==> config.mk <==
export PLATFORM = sky130hd
export DESIGN_NAME = cmd_cntrl
export DESIGN_NICKNAME = d
export VERILOG_FILES = /design/src/rtl/cmd_cntrl.sv
export SDC_FILE = /design/constraint.sdc
export NUM_CORES = 1
export LEC_CHECK = 0
export ABC_AREA = 1
export ABC_CLOCK_PERIOD_IN_PS = 1600
export BUFFER_PORTS_ARGS = -buffer_cell sky130_fd_sc_hd__clkbuf_2
export CAP_MARGIN = 0
export CELL_PAD_IN_SITES_DETAIL_PLACEMENT = 0
export CELL_PAD_IN_SITES_GLOBAL_PLACEMENT = 1
export CORE_UTILIZATION = 37
export CTS_CLUSTER_DIAMETER = 60
export CTS_CLUSTER_SIZE = 28
export DETAILED_ROUTE_END_ITERATION = 10
export GPL_TIMING_DRIVEN = 0
export PLACE_DENSITY_LB_ADDON = 0.2
export RECOVER_POWER = 100
export SETUP_SLACK_MARGIN = 0.3
export SYNTH_ARGS = -nofsm -noshare
export SYNTH_HDL_FRONTEND = slang
export SYNTH_SLANG_ARGS = --single-unit
==> constraint.sdc <==
create_clock -name clk -period 1.6 [get_ports clk]
set_input_delay 0.32 -clock clk [delete_from_list [all_inputs] [get_ports clk]]
set_output_delay 0.32 -clock clk [all_outputs]
set_load 0.005 [all_outputs]
==> src/rtl/cmd_cntrl.sv <==
// Command controller: accepts GO/STOP bytes, tracks a destination ID, flags arrival
// on a matching barcode ID and drives an obstacle buzzer while stalled in transit.
module cmd_cntrl #(
  parameter int BUZZ_HALF = 12500
) (
  input  logic       clk,
  input  logic       rst,
  input  logic [7:0] cmd,
  input  logic       cmd_rdy,
  input  logic [7:0] ID,
  input  logic       ID_vld,
  input  logic       OK2Move,
  output logic       clr_cmd_rdy,
  output logic       clr_ID_vld,
  output logic       in_transit,
  output logic       go,
  output logic       buzz,
  output logic       buzz_n,
  output logic       arrived
);

  typedef enum logic {IDLE, TRANSIT} state_t;

  localparam logic [1:0]  OP_STOP  = 2'b00;
  localparam logic [1:0]  OP_GO    = 2'b01;
  localparam logic [13:0] BUZZ_MAX = 14'(BUZZ_HALF - 1);

  state_t      r_state, w_state_nxt;
  logic [5:0]  r_dest, w_dest_nxt;
  logic        r_clr_cmd, w_clr_cmd_nxt;
  logic        r_clr_id, w_clr_id_nxt;
  logic        r_arrived, w_arrived_nxt;
  logic [13:0] r_buzz_cnt;
  logic        r_buzz;
  logic        w_cmd_take, w_id_take, w_buzz_run;

  // An input whose clear pulse is already out is still high this cycle; mask it.
  assign w_cmd_take = cmd_rdy & ~r_clr_cmd;
  assign w_id_take  = ID_vld & ~r_clr_id & ~w_cmd_take;
  assign w_buzz_run = (r_state == TRANSIT) & ~OK2Move;

  always_comb begin
    w_state_nxt   = r_state;
    w_dest_nxt    = r_dest;
    w_clr_cmd_nxt = 1'b0;
    w_clr_id_nxt  = 1'b0;
    w_arrived_nxt = 1'b0;
    if (w_cmd_take) begin
      w_clr_cmd_nxt = 1'b1;
      if (cmd[7:6] == OP_GO) begin
        w_dest_nxt  = cmd[5:0];
        w_state_nxt = TRANSIT;
      end else if (cmd[7:6] == OP_STOP) begin
        w_state_nxt = IDLE;
      end
    end else if (w_id_take) begin
      w_clr_id_nxt = 1'b1;
      if ((r_state == TRANSIT) && (ID[7:6] == 2'b00) && (ID[5:0] == r_dest)) begin
        w_arrived_nxt = 1'b1;
        w_state_nxt   = IDLE;
      end
    end
  end

  always_ff @(posedge clk) begin
    if (rst) begin
      r_state    <= IDLE;
      r_dest     <= 6'd0;
      r_clr_cmd  <= 1'b0;
      r_clr_id   <= 1'b0;
      r_arrived  <= 1'b0;
      r_buzz_cnt <= 14'd0;
      r_buzz     <= 1'b0;
    end else begin
      r_state   <= w_state_nxt;
      r_dest    <= w_dest_nxt;
      r_clr_cmd <= w_clr_cmd_nxt;
      r_clr_id  <= w_clr_id_nxt;
      r_arrived <= w_arrived_nxt;
      if (!w_buzz_run) begin
        r_buzz_cnt <= 14'd0;
        r_buzz     <= 1'b0;
      end else if (r_buzz_cnt == BUZZ_MAX) begin
        r_buzz_cnt <= 14'd0;
        r_buzz     <= ~r_buzz;
      end else begin
        r_buzz_cnt <= r_buzz_cnt + 14'd1;
      end
    end
  end

  assign in_transit  = (r_state == TRANSIT);
  assign go          = in_transit & OK2Move;
  assign buzz        = r_buzz;
  assign buzz_n      = ~r_buzz;
  assign clr_cmd_rdy = r_clr_cmd;
  assign clr_ID_vld  = r_clr_id;
  assign arrived     = r_arrived;

endmodule

==> reports/results.ini <==
[yosys]
yosysWarnings = 0
synth_ff_type = dfxtp_1
yosys.area_share.adder_pct = 0.995
yosys.area_share.simple_pct = 34.6
synth_top_area_share_pct = 39.8
synth_xor_area_share_pct = 2.79
synthMuxAreaShare_pct = 0
syn_inst = 185
syn_area_per_cell_um2 = 6.80
yosysTopAreaCell = dfxtp_1
yosysMostFrequentCell = nand2_1
synthTopCellsByCount = nand2_1 (46), inv_1 (32), dfxtp_1 (25), nor2_1 (18), a21oi_1 (14)
synth_cell_types = 23
synth_area_um2 = 1260
ys_async_sr_fraction_pct = 0
synth_seq_cells = 25
synthTopCellsByArea = dfxtp_1 (40%), nand2_1 (14%), inv_1 (9.6%), a21oi_1 (5.6%), nor2_1 (5.4%)
synth_nets = 207
synth-compound-area-share_pct = 9.75
synth_edf_count = 0
yosysSeqAreaShare_pct = 39.8
synth_top_family_by_area = simple AND/OR/NAND/NOR gates

[grt]
grt_pass1_vias = 1136
grt_usage_pct = 16.5
grt_max_degree = 15
overflow = 0
grt_antenna_before_repair = 0
grt_pass1_wl_um = 4460

[floorplanning]
core_area_um2 = 3130
die_h_um = 60.3
fp.dieArea_um2 = 3640
die_w_um = 60.3
ioPinCount = 28
initial_utilization_pct = 40.2
rows = 20

[drt]
dr.pass1.iters = 4
drt-initial-drc-count = 43
vias = 1239
wl_um = 2700
drtAntennaViolNets = 0
post_drt_wl_per_cell_um = 10.1
drc = 0
routed_via_density = 4.64

[clocking]
cts_buffer_depth = 2
cts_max_level = 1
cts.sinks = 25
worstSkewPairLatency_ps = 330
cts_hold_buf = 0
cts_buffers = 3
cts.clk_slew.worst_paths_ps = 150
cts_tree = built
cts_root_buf = clkbuf_4

[setup_path]
worstPathMaxFanout = 5
critical_path_arrival_ps = 1570
end_kind = register
worstSetupPathType = register to register
crit_path_start_kind = register
crit_path_max_incr_delay_ps = 370
critPathSlowestCell = dfxtp_1
critPathRequiredTime_ps = 1820
worstPathCellList = ha_1 -> nand3_1 -> nor3_4 -> nand2_2 -> nand2_4 -> buf_6 -> a21oi_1

[place]
dpl.hpwl_um = 2020
gp_routability_congestion = 0.754
placed_area_um2 = 1450
numPortBuffers = 27

[sta]
fmax_mhz = 742
slew_viol_final = 0
rsz0062_at_grt = yes
period_needed_ps = 1350
finalSetupViolCount = 0
finalHoldViolCount = 0
setup_tns_ps = 0
tightest_slew_ps = 302
period_share_pct = 84.2
fin_skew_ps = 12.6
slew_headroom_pct = 79.8

[cells_and_area]
final_nets = 246
area_growth_pct = 25.7
stdcell_area_um2 = 1580
drive_gt1_share_pct = 26.9
n_antenna_cell = 0

[power_and_ir_drop]
max-vdd-ir-drop_uv = 524
power.density_nw_per_um2 = 647
leakagePower_nw = 0.705
finalPower_w = 0.00102

[hold_path]
hold_path_class = primary input to register

[run]
cap_violations = 0

[outcome]
status = complete, no violations

-- path summary, 6_finish.rpt --
path,start,endpoint,slack (ps),cells past startpoint
hold / removal,ID_vld,clr_ID_vld,240,3
hold reg to reg,r_dest[5],r_dest[5],480,2
setup reg to reg,r_buzz_cnt[1],r_buzz_cnt[4],250,7
setup / recovery,r_buzz_cnt[1],r_buzz_cnt[4],250,7
-- layout by cell type (no fill, tap or decap) --
cell / instances
a21boi_1: 1
nor3_1: 5
nor2_2: 1
inv_2: 4
a21oi_2: 3
xnor2_1: 1
clkinv_2: 1
or2_2: 1
dfxtp_2: 3
nand4_1: 3
buf_2: 1
clkbuf_2: 23
nand2_4: 1
nor2_4: 1
buf_6: 2
clkbuf_1: 4
clkbuf_4: 3
dfxtp_1: 22
buf_4: 6
nor3b_1: 1
inv_1: 32
o21ai_0: 8
nand3_1: 8
ha_1: 1
nor2_1: 18
nand2_2: 2
nand2_1: 45
nor3_2: 3
nor3_4: 4
xor2_1: 3
a21oi_1: 11
o21ai_2: 1
-- logic make-up (layout without fill, tap and decap cells) --
logic type               after synthesis  in the layout
adder cells (fa/ha/maj)                1              1
AND/OR/NAND/NOR                       93             93
flip-flops                            25             25
XOR/XNOR                               4              4
AO/OA/AOI/OAI                         24             24
buffers and inverters                 38             76
-- repair_timing --
item / CTS / global route
buffers inserted: 5 / 1
gates resized for setup: 12 / 12
setup endpoints to repair: 13 / 17
pin swaps: 6 / 4
gates cloned: 1 / 0
-- routing by layer --
metal / GRT usage, % / vias up / wire length [um]
met5: 0 / - / 0
met2: 33.0 / 30 / 1520
li1: - / 653 / -
met1: 16.5 / 554 / 1020
met4: 2.99 / 0 / 24
met3: 4.76 / 2 / 132
-- report_power, final --
part / internal (W) / switching [W]
registers: 0.000634 / 0.00000614
logic: 0.0000413 / 0.0000456
clock network: 0.0000938 / 0.000200
-- layout make-up --
type | count | area, um2
clock inverters | 1 | 5.00
flip-flops and latches | 25 | 504
plain buffers | 2 | 16.3
inverters | 36 | 135
repair buffers | 34 | 186
multi-input cells | 122 | 656
clock buffers | 3 | 22.5
well taps | 44 | 55.1
fillers | 329 | 1550
-- flip-flops by register name, indices dropped and copies added, names as in the netlist --
signal	flops
in_transit	1
arrived	1
clr_ID_vld	1
r_dest	6
clr_cmd_rdy	1
r_buzz_cnt	14
buzz	1
-- critical path, delay by kind of cell (launching register included) --
kind	cells	cell delay (ps)
AOI/OAI and AO/OA	1	40
adders and majority gates	1	200
DFF	1	370
buffers and inverters	1	120
and+or+nand+nor	4	520
-- metrics by stage --
step / utilization (%) / hold slack (ps) / setup WS (ps) / instances
after floorplan: - / 389 / 362 / 185
after global placement: 46.3 / 428 / 193 / 256
after detailed placement: 46.3 / 443 / 186 / 256
after CTS: 49.9 / 220 / 280 / 266
after global routing: 50.5 / 236 / 154 / 267
final: 50.5 / 235 / 252 / 267
No activity file was read; power rests on OpenSTA's default activity.
